### src/rtl/apb_master_pkg.sv
// Shared types for the command-queued APB3 requester.
// Command fields are sized by CMD_ADDR_W / CMD_DATA_W (the widest supported).
package apb_master_pkg;

    localparam int CMD_ADDR_W = 32;
    localparam int CMD_DATA_W = 32;

    typedef enum logic [1:0] {
        OP_NOP   = 2'b00,
        OP_READ  = 2'b01,
        OP_WRITE = 2'b10,
        OP_INC   = 2'b11
    } apb_op_t;

    typedef enum logic [1:0] {
        ST_IDLE   = 2'b00,
        ST_SETUP  = 2'b01,
        ST_ACCESS = 2'b10
    } apb_state_t;

    typedef struct packed {
        apb_op_t                 op;
        logic [CMD_ADDR_W-1:0]   addr;
        logic [CMD_DATA_W-1:0]   wdata;
    } cmd_t;

endpackage

### src/rtl/apb_cmd_fifo.sv
// Synchronous FIFO with wrap-bit pointers; head is read combinationally.
// DEPTH must be a power of two, at least 2.
module apb_cmd_fifo #(
    parameter int WIDTH = 8,
    parameter int DEPTH = 4,
    localparam int AW = $clog2(DEPTH)
) (
    input  logic             clk,
    input  logic             reset,
    input  logic             push,
    input  logic [WIDTH-1:0] wr_data,
    input  logic             pop,
    output logic [WIDTH-1:0] rd_data,
    output logic             full,
    output logic             empty,
    output logic [AW:0]      count
);

    logic [WIDTH-1:0] mem [DEPTH];
    logic [AW:0]      wr_ptr;
    logic [AW:0]      rd_ptr;

    always_ff @(posedge clk or posedge reset) begin
        if (reset) begin
            wr_ptr <= '0;
            rd_ptr <= '0;
        end else begin
            if (push)
                wr_ptr <= wr_ptr + (AW+1)'(1);
            if (pop)
                rd_ptr <= rd_ptr + (AW+1)'(1);
        end
    end

    always_ff @(posedge clk) begin
        if (push)
            mem[wr_ptr[AW-1:0]] <= wr_data;
    end

    assign rd_data = mem[rd_ptr[AW-1:0]];
    assign count   = wr_ptr - rd_ptr;
    assign empty   = (wr_ptr == rd_ptr);
    assign full    = (wr_ptr[AW] != rd_ptr[AW]) &&
                     (wr_ptr[AW-1:0] == rd_ptr[AW-1:0]);

endmodule

### src/rtl/apb_cmd_master.sv
// Command-queued APB3 requester: READ / WRITE / INC through a FIFO.
// Define APB_TIMEOUT_EN to bound ACCESS waits to TIMEOUT cycles.
module apb_cmd_master
    import apb_master_pkg::*;
#(
    parameter int ADDR_W    = CMD_ADDR_W,
    parameter int DATA_W    = CMD_DATA_W,
    parameter int CMD_DEPTH = 4,
    parameter int TIMEOUT   = 16
) (
    input  logic              clk,
    input  logic              reset,
    input  logic              cmd_valid_i,
    output logic              cmd_ready_o,
    input  logic [1:0]        cmd_op_i,
    input  logic [ADDR_W-1:0] cmd_addr_i,
    input  logic [DATA_W-1:0] cmd_wdata_i,
    output logic              rsp_valid_o,
    output logic [DATA_W-1:0] rsp_data_o,
    output logic              rsp_err_o,
    output logic              busy_o,
    output logic              psel_o,
    output logic              penable_o,
    output logic [ADDR_W-1:0] paddr_o,
    output logic              pwrite_o,
    output logic [DATA_W-1:0] pwdata_o,
    input  logic              pready_i,
    input  logic [DATA_W-1:0] prdata_i,
    input  logic              pslverr_i
);

    localparam int CW = $clog2(CMD_DEPTH);

    cmd_t       cmd_in;
    cmd_t       cmd_head;
    logic       push;
    logic       pop;
    logic       fifo_full;
    logic       fifo_empty;
    logic [CW:0] fifo_count;
    logic       ready_q;
    apb_state_t state;
    logic       phase;
    apb_op_t    op_q;
    logic       timed_out;

    always_comb begin
        cmd_in                    = '0;
        cmd_in.op                 = apb_op_t'(cmd_op_i);
        cmd_in.addr[ADDR_W-1:0]   = cmd_addr_i;
        cmd_in.wdata[DATA_W-1:0]  = cmd_wdata_i;
    end

    assign cmd_ready_o = ready_q & ~fifo_full;
    assign push = cmd_valid_i & cmd_ready_o &
                  (cmd_op_i != OP_NOP);
    assign pop  = (state == ST_IDLE) & ~fifo_empty;

    apb_cmd_fifo #(
        .WIDTH ($bits(cmd_t)),
        .DEPTH (CMD_DEPTH)
    ) u_fifo (
        .clk     (clk),
        .reset   (reset),
        .push    (push),
        .wr_data (cmd_in),
        .pop     (pop),
        .rd_data (cmd_head),
        .full    (fifo_full),
        .empty   (fifo_empty),
        .count   (fifo_count)
    );

    assign psel_o    = (state == ST_SETUP) |
                       (state == ST_ACCESS);
    assign penable_o = (state == ST_ACCESS);
    assign busy_o    = (fifo_count != '0) |
                       (state != ST_IDLE);

`ifdef APB_TIMEOUT_EN
    localparam int TW = $clog2(TIMEOUT + 1);
    logic [TW-1:0] tcnt;

    always_ff @(posedge clk or posedge reset) begin
        if (reset)
            tcnt <= '0;
        else if (state == ST_SETUP)
            tcnt <= '0;
        else if (state == ST_ACCESS && !pready_i)
            tcnt <= tcnt + TW'(1);
    end

    // The cycle that would bring the count to TIMEOUT ends the transfer.
    assign timed_out = (state == ST_ACCESS) & ~pready_i &
                       (tcnt == TW'(TIMEOUT - 1));
`else
    assign timed_out = 1'b0;
`endif

    always_ff @(posedge clk or posedge reset) begin
        if (reset) begin
            state       <= ST_IDLE;
            phase       <= 1'b0;
            op_q        <= OP_NOP;
            ready_q     <= 1'b0;
            paddr_o     <= '0;
            pwrite_o    <= 1'b0;
            pwdata_o    <= '0;
            rsp_valid_o <= 1'b0;
            rsp_data_o  <= '0;
            rsp_err_o   <= 1'b0;
        end else begin
            ready_q     <= 1'b1;
            rsp_valid_o <= 1'b0;
            unique case (state)
                ST_IDLE: begin
                    if (!fifo_empty) begin
                        state    <= ST_SETUP;
                        phase    <= 1'b0;
                        op_q     <= cmd_head.op;
                        paddr_o  <= cmd_head.addr[ADDR_W-1:0];
                        pwrite_o <= (cmd_head.op == OP_WRITE);
                        pwdata_o <= (cmd_head.op == OP_WRITE) ?
                                    cmd_head.wdata[DATA_W-1:0] : '0;
                    end
                end
                ST_SETUP: begin
                    state <= ST_ACCESS;
                end
                ST_ACCESS: begin
                    if (timed_out) begin
                        state       <= ST_IDLE;
                        rsp_valid_o <= 1'b1;
                        rsp_data_o  <= '0;
                        rsp_err_o   <= 1'b1;
                    end else if (pready_i) begin
                        if (op_q == OP_INC && !phase && !pslverr_i) begin
                            // Re-enter SETUP for the write-back, same address.
                            state    <= ST_SETUP;
                            phase    <= 1'b1;
                            pwrite_o <= 1'b1;
                            pwdata_o <= prdata_i + DATA_W'(1);
                        end else begin
                            state       <= ST_IDLE;
                            rsp_valid_o <= 1'b1;
                            rsp_err_o   <= pslverr_i;
                            rsp_data_o  <= (op_q == OP_WRITE || phase) ?
                                           pwdata_o : prdata_i;
                        end
                    end
                end
                default: begin
                    state <= ST_IDLE;
                end
            endcase
        end
    end

endmodule

### config.mk
export PLATFORM = sky130hd
export DESIGN_NAME = apb_cmd_master
export DESIGN_NICKNAME = d
export VERILOG_FILES = /design/src/rtl/apb_master_pkg.sv /design/src/rtl/apb_cmd_fifo.sv /design/src/rtl/apb_cmd_master.sv
export SDC_FILE = /design/constraint.sdc
export NUM_CORES = 1
export LEC_CHECK = 0
export ABC_AREA = 1
export CORE_MARGIN = 2
export CORE_UTILIZATION = 30
export DETAILED_ROUTE_END_ITERATION = 12
export GPL_TIMING_DRIVEN = 0
export PLACE_DENSITY = 0.57
export SLEW_MARGIN = 10
export SYNTH_ARGS = -nofsm -noshare
export SYNTH_HDL_FRONTEND = slang
export SYNTH_SLANG_ARGS = --single-unit
### constraint.sdc
create_clock -name clk -period 5.5 [get_ports clk]
set_input_delay 0.55 -clock clk [delete_from_list [all_inputs] [get_ports clk]]
set_output_delay 0.55 -clock clk [all_outputs]
set_load 0.01 [all_outputs]
==> run summary, run 1 <==
• **IO buf count** 205
• **DRT Wirelength** 47.9 mm
• **remaining global-route overflow** 0
• **maximum number of pins on one net before global-route repair** 73
• **Gate Count Post-Synth** 1599
• **CP startpoint kind** flip-flop
• **fraction of the core area covered by cells at the end of the flow** 39.2%
• **worst slew margin relative to its limit** 54.0%
• **setup repair after global routing missed its margin** no
• **number of storage elements in the synthesis netlist** 375
• **clock root buffer** sky130_fd_sc_hd__clkbuf_16
• **Syn-to-layout area delta** 28.9%
• **post-CTS setup repair buffer count** 0
• **CTS resizes** 0
• **vertical die dimension** 238 um
• **Clock H-tree levels** 2
• **class of the most critical hold timing path** in -> async
• **mean number of vias per cell** 4.64
• **buffer levels on the longest clock path** 3
• **via count of the first global-routing pass** 12.2k
• **Synth Net Count** 1715
• **CTS sink cnt** 375
• **Setup Viol. Count Final** 0
• **reg-to-reg slack, setup** 1.72 ns
• **worst slack at placement** 1.66 ns
• **source of the critical timing path** u_fifo.rd_ptr[1]$_DFFE_PP0P_
• **Routed Antenna Nets** 0
• **max-capacitance violation count** 0
• **post-detailed-placement half-perimeter wirelength** 34.8 mm
• **clk_lat worst skew** 0.58 ns
• **final count of pins violating max slew** 0
• **count of warnings emitted by yosys** 0
• **count of TritonRoute iterations in the first routing pass** 5
• **first-iteration detailed-routing DRC count** 729
• **area fraction of the dominant cell type after synthesis** 48.4%
• **number of antenna violations at the first check in global routing** 5
• **average cell area after synthesis** 10.2 um^2
• **max frequency** 264 MHz
• **number of different library cells in the post-synthesis netlist** 36
• **IO Pins** 206
• **placeable core region** 0.0539 mm^2
• **Mapped Area** 0.0164 mm^2
• **dominant cell type by area after synthesis** sky130_fd_sc_hd__edfxtp_1
• **worst path setup slack after routing** 1.72 ns
• **count of vias placed by the detailed router** 12.0k
• **number of fill cells** 5232
• **TritonCTS clock tree** built
• **final-report hold violation count** 0
• **slew at the pin with the worst max-slew slack** 0.688 ns
• **share of the clock period used by the worst path after layout** 68.7%
• **chip width** 238 um
• **critical setup path kind** reg -> reg
• **fraction of layout cells with a size suffix above 1** 8.70%
• **post-route clock skew** 0.0237 ns
• **standard-cell rows** 85
• **worst ir drop on vdd** 0.000214 V
• **worst reg-to-reg path cell count** 11
• **DRC errors left** 0
• **clock transition time at the flip-flop clock pins of the worst setup and hold paths** 0.06 ns
• **global-route wire length before repair** 72.2 mm
• **element type at the critical path end** flip-flop
• **Die Area** 0.0565 mm^2
• **Required @ worst endpoint** 5.77 ns
• **final critical delay including setup and external delays** 3.78 ns
• **outcome** complete, no violations
• **top post-synthesis cells by area** sky130_fd_sc_hd__edfxtp_1, sky130_fd_sc_hd__dfrtp_1, sky130_fd_sc_hd__nand2_1, sky130_fd_sc_hd__nor2_1, sky130_fd_sc_hd__nand3_1
• **commonest cells after routing, fill and taps aside** sky130_fd_sc_hd__nand2_1, sky130_fd_sc_hd__edfxtp_1, sky130_fd_sc_hd__nor2_1
• **Net count, final** 1978
• **most frequent standard cell in the layout excluding fill and tap cells** sky130_fd_sc_hd__nand2_1
• **gpl congestion** 0.918
• **Starting Density** 30.4%
• **quantity of hold-fixing buffers added after cts** 0
• **R2R Path Start** u_fifo.rd_ptr[1]$_DFFE_PP0P_
• **pwr/cell area** 546 mW/mm^2
• **wire length per cell** 18.5 um
• **critical path peak fanout** 17
• **arrival time at the worst endpoint** 4.05 ns
• **part of the Yosys area used for sequential elements** 65.4%
• **Num CTS Buffers** 43
• **gr usage total** 16.9%
• **leakage power summed over all cells** 8.20 nW
==> per-layer routing <==
metal | track usage, % | wire (um)
met1 | 20.7 | 20100
met3 | 3.37 | 2790
met2 | 29.8 | 23800
met4 | 5.60 | 1230
met5 | 0 | 57
==> metrics by stage <==
| stage | cell area [um^2] | hold WS (ns) | power, mW | std cells | TNS [ns] |
|---|---|---|---|---|---|
| floorplan | 16400 | 0.463 | 6.62 | 1599 | 0 |
| global placement | 19300 | 0.477 | 8.58 | 2500 | -731.26 |
| detailed placement | 19700 | 0.480 | 8.71 | 2513 | 0 |
| CTS | 21100 | 0.388 | 11.7 | 2592 | 0 |
| global route | 21100 | 0.431 | 12.3 | 2593 | 0 |
| finish | 21100 | 0.382 | 11.5 | 2593 | 0 |
==> sequential cells by signal, indices dropped and copies added, names as in the netlist <==
signal / cells
rsp_err_o: 1
phase: 1
paddr_o: 32
ready_q: 1
u_fifo.wr_ptr: 3
pwrite_o: 1
pwdata_o: 32
u_fifo.mem: 264
op_q: 2
rsp_data_o: 32
u_fifo.rd_ptr: 3
rsp_valid_o: 1
state: 2
==> cell usage after synthesis, drive strengths merged <==
cell / instances
o21ai: 116
inv: 128
ha: 12
mux2: 1
and2: 2
o22ai: 4
clkbuf: 16
dfrtp: 111
xor2: 5
fa: 1
nor2: 274
a21oi: 24
nor3: 1
nand4: 3
nand2: 355
conb: 1
nand3: 114
a21boi: 2
o21bai: 2
buf: 64
o21a: 34
o211ai: 32
a31oi: 33
edfxtp: 264
==> area by class of cell <==
cell class | count | area [um^2] | share of cell area, %
multi-input cells | 1016 | 4770 | 22.6
clock buffers | 56 | 1150 | 5.47
plain buffers | 80 | 449 | 2.13
well taps | 696 | 871 | 4.13
diodes | 1 | 2.50 | 0.0119
clock inverters | 23 | 303 | 1.43
flip-flops and latches | 375 | 10700 | 50.7
inverters | 128 | 488 | 2.31
repair buffers | 218 | 2360 | 11.2
==> critical path, cell delays in order (launching register included) <==
cell	delay [ns]
sky130_fd_sc_hd__dfrtp_1	0.42
sky130_fd_sc_hd__buf_4	0.19
sky130_fd_sc_hd__inv_2	0.07
sky130_fd_sc_hd__buf_4	0.23
sky130_fd_sc_hd__clkbuf_1	0.51
sky130_fd_sc_hd__ha_1	0.35
sky130_fd_sc_hd__nand2_1	0.11
sky130_fd_sc_hd__o21a_1	0.19
sky130_fd_sc_hd__nand2_1	0.30
sky130_fd_sc_hd__nor2_4	0.64
sky130_fd_sc_hd__buf_16	0.24
sky130_fd_sc_hd__buf_16	0.18
==> cell families after synthesis <==
group | count (synthesis) | synth area share, %
buffers and inverters | 208 | 5.69
muxes | 1 | 0.0687
adders and majority gates | 13 | 1.04
other | 1 | 0.0229
xor gates and xnor gates | 5 | 0.267
DFF | 375 | 65.4
AOI/OAI and AO/OA | 247 | 8.95
and+or+nand+nor | 749 | 18.6
==> path summary, 6_finish.rpt <==
check / endpoint
max: u_fifo.mem[1][41]$_DFFE_PP_
min: u_fifo.wr_ptr[0]$_DFFE_PP0P_
max reg2reg: u_fifo.mem[1][41]$_DFFE_PP_
min reg2reg: rsp_data_o[1]$_DFFE_PP0P_
max in group asynchronous: pwdata_o[20]$_DFFE_PP0P_
min in group clk: rsp_data_o[1]$_DFFE_PP0P_
==> power by group <==
group          switching [mW]  internal [mW]  leakage, nW
Clock                    1.18           1.78        0.712
Combinational            2.80           1.82         3.79
Sequential              0.336           3.62         3.70
Total                    4.32           7.22         8.20
Note: power is estimated with default switching activity, not from simulation.
==> run 2: changes to the inputs <==
Settings changed: PLACE_DENSITY 0.57 to 0.59.
Clock period 5.5 ns to 3.3 ns, I/O delays scaled along.
==> run 2 against run 1 <==
Net effect: sequential power up 67%; largest power group unchanged; final area hardly changed; first-iteration DRC count grew 26%; count of clock-buffer cells in the layout is 6 lower; sequential share of layout area about the same.
==> run summary, run 2 (synthesized netlist as in run 1, its figures left out) <==
• **outcome** complete, no violations
• **max frequency** 332 MHz
• **wire length on met1** 20.1 mm, about the same
• **wire length per cell** 18.5 um, +0.16%
• **R2R Path Start** u_fifo.rd_ptr[1]$_DFFE_PP0P_
• **commonest cells after routing, fill and taps aside** sky130_fd_sc_hd__nand2_1, sky130_fd_sc_hd__edfxtp_1, sky130_fd_sc_hd__nor2_1
• **Routed Antenna Nets** 0, unchanged
• **global-route wire length before repair** 72.7 mm, +0.64%
• **Syn-to-layout area delta** 28.8%, about the same
• **IO buf count** 205, unchanged
• **remaining global-route overflow** 0, unchanged
• **DRC errors left** 0, unchanged
• **class of the most critical hold timing path** in -> async
• **leakage power summed over all cells** 8.20 nW, about the same
• **wire length on met3** 3.77 mm, +35%
• **Die Area** 0.0565 mm^2, unchanged
• **number of fill cells** 5199, -0.63%
• **share of the clock period used by the worst path after layout** 91.4%
• **clock transition time at the flip-flop clock pins of the worst setup and hold paths** 0.06 ns, about the same
• **final critical delay including setup and external delays** 3.02 ns
• **quantity of hold-fixing buffers added after cts** 0, unchanged
• **vertical die dimension** 238 um, unchanged
• **post-CTS setup repair buffer count** 7, +7
• **first-iteration detailed-routing DRC count** 921, +26%
• **setup repair after global routing missed its margin** no
• **number of antenna violations at the first check in global routing** 12, +7
• **count of vias placed by the detailed router** 12.2k, +0.99%
• **pwr/cell area** 902 mW/mm^2, +65%
• **worst path setup slack after routing** 0.283 ns, -1.44 ns
• **DRT Wirelength** 48.1 mm, +0.43%
• **Required @ worst endpoint** 2.97 ns, -2.80 ns
• **mean number of vias per cell** 4.68, +0.72%
• **TritonCTS clock tree** built
• **met2 routed WL** 23.0 mm, -3.3%
• **gpl congestion** 0.885, -3.7%
• **post-detailed-placement half-perimeter wirelength** 34.9 mm, +0.22%
• **total power of the final layout** 19.0 mW, +65%
• **clk_lat worst skew** 0.57 ns, about the same
• **chip width** 238 um, unchanged
• **gr usage total** 17.0%, +0.073 points
• **Net count, final** 1984, +0.30%
• **critical path peak fanout** 19, +2
• **buffer levels on the longest clock path** 3, unchanged
• **critical setup path kind** reg -> out
• **DR top layer** met5
• **element type at the critical path end** output port
• **CP startpoint kind** flip-flop
• **most frequent standard cell in the layout excluding fill and tap cells** sky130_fd_sc_hd__nand2_1
• **post-route clock skew** 0.0307 ns, +0.00702 ns
• **flip-flop count of the largest register, all copies and words added** 264, unchanged
• **clock root buffer** sky130_fd_sc_hd__clkbuf_16
• **placeable core region** 0.0539 mm^2, unchanged
• **final count of pins violating max slew** 0, unchanged
• **final-report hold violation count** 0, unchanged
• **Final Cell Area** 0.0211 mm^2, about the same
• **Setup Viol. Count Final** 0, unchanged
• **CTS resizes** 0, unchanged
• **arrival time at the worst endpoint** 2.69 ns, -1.36 ns
• **slew at the pin with the worst max-slew slack** 0.713 ns, +0.0252 ns
• **source of the critical timing path** u_fifo.rd_ptr[1]$_DFFE_PP0P_
• **fraction of layout cells with a size suffix above 1** 8.99%, +0.29 points
• **via count of the first global-routing pass** 12.1k, -0.37%
• **reg-to-reg slack, setup** 0.46 ns, -1.26 ns
• **max-capacitance violation count** 0, unchanged
• **Clock H-tree levels** 2, unchanged
• **worst slack at placement** -0.486 ns, -2.15 ns
• **Num CTS Buffers** 43, unchanged
• **standard-cell rows** 85, unchanged
• **IO Pins** 206, unchanged
• **CTS sink cnt** 375, unchanged
• **maximum number of pins on one net before global-route repair** 73, unchanged
• **worst slew margin relative to its limit** 52.5%, -1.6 points
• **Total Negative Setup Slacks** 0 ns, unchanged
• **Post-Place Cell Area** 0.0197 mm^2, unchanged
• **Starting Density** 30.4%, unchanged
• **worst ir drop on vdd** 0.000449 V, +110%
• **count of TritonRoute iterations in the first routing pass** 8, +3
run 2: cell count changes in the layout (fill, tap and decap cells not counted), moves of 2 or more:
| cell | before | now |
|---|---|---|
| sky130_fd_sc_hd__clkinv_1 | 5 | 9 |
| sky130_fd_sc_hd__buf_4 | 13 | 19 |
| sky130_fd_sc_hd__clkbuf_1 | 26 | 22 |
| sky130_fd_sc_hd__clkbuf_8 | 3 | 0 |
| sky130_fd_sc_hd__clkinvlp_4 | 1 | 3 |
| sky130_fd_sc_hd__inv_16 | 2 | 0 |
| sky130_fd_sc_hd__inv_6 | 3 | 5 |
| sky130_fd_sc_hd__clkinv_2 | 6 | 8 |
run 2: report_power, final:
part           total [mW]  internal [mW]  switching, mW
logic                7.72           3.05           4.67
clock network        4.72           2.79           1.93
registers            6.60           6.04          0.562
run 2: stage by stage:
| stage | cells | util (%) | hold slack [ns] |
|---|---|---|---|
| after CTS | 2598 | 39.1 | 0.157 |
| after global routing | 2599 | 39.1 | 0.194 |
| final | 2600 | 39.1 | 0.156 |
| after detailed placement | 2513 | 36.4 | 0.480 |
| after floorplan | 1599 | - | 0.429 |
| after global placement | 2500 | 35.8 | 0.476 |
run 2: layer usage:
metal  track usage [%]  vias up
met5                 0        -
met2              28.9      392
li1                  -     5926
met3              4.77       96
met4              4.99       20
met1              21.0     5725
run 2: path summary, 6_finish.rpt:
| kind | cells after the start | endpoint |
|---|---|---|
| hold reg to reg | 1 | rsp_data_o[27]$_DFFE_PP0P_ |
| setup reg to reg | 10 | u_fifo.mem[2][23]$_DFFE_PP_ |
| min in group clk | 1 | u_fifo.mem[3][9]$_DFFE_PP_ |
| setup / recovery | 7 | cmd_ready_o |
| hold / removal | 2 | paddr_o[15]$_DFFE_PP0P_ |
| max in group asynchronous | 3 | pwdata_o[19]$_DFFE_PP0P_ |
run 2: worst max-delay path, cell delays in order (launching register included):
cell and delay (ns):
sky130_fd_sc_hd__dfrtp_1 0.41, sky130_fd_sc_hd__buf_4 0.19, sky130_fd_sc_hd__inv_2 0.08, sky130_fd_sc_hd__buf_4 0.30
sky130_fd_sc_hd__ha_1 0.30, sky130_fd_sc_hd__nand2_1 0.10, sky130_fd_sc_hd__o21a_1 0.16, sky130_fd_sc_hd__clkdlybuf4s50_1 0.56
run 2: final cells by class:
| class | count | area [um^2] | share of cell area (%) |
|---|---|---|---|
| Antenna cell | 2 | 5.00 | 0.0237 |
| Buffer | 79 | 445 | 2.11 |
| Clock buffer | 50 | 1100 | 5.22 |
| Clock inverter | 29 | 282 | 1.33 |
| Inverter | 128 | 488 | 2.31 |
| Multi-Input combinational cell | 1016 | 4770 | 22.6 |
| Sequential cell | 375 | 10700 | 50.7 |
| Tap cell | 696 | 871 | 4.13 |
| Timing Repair Buffer | 225 | 2430 | 11.5 |
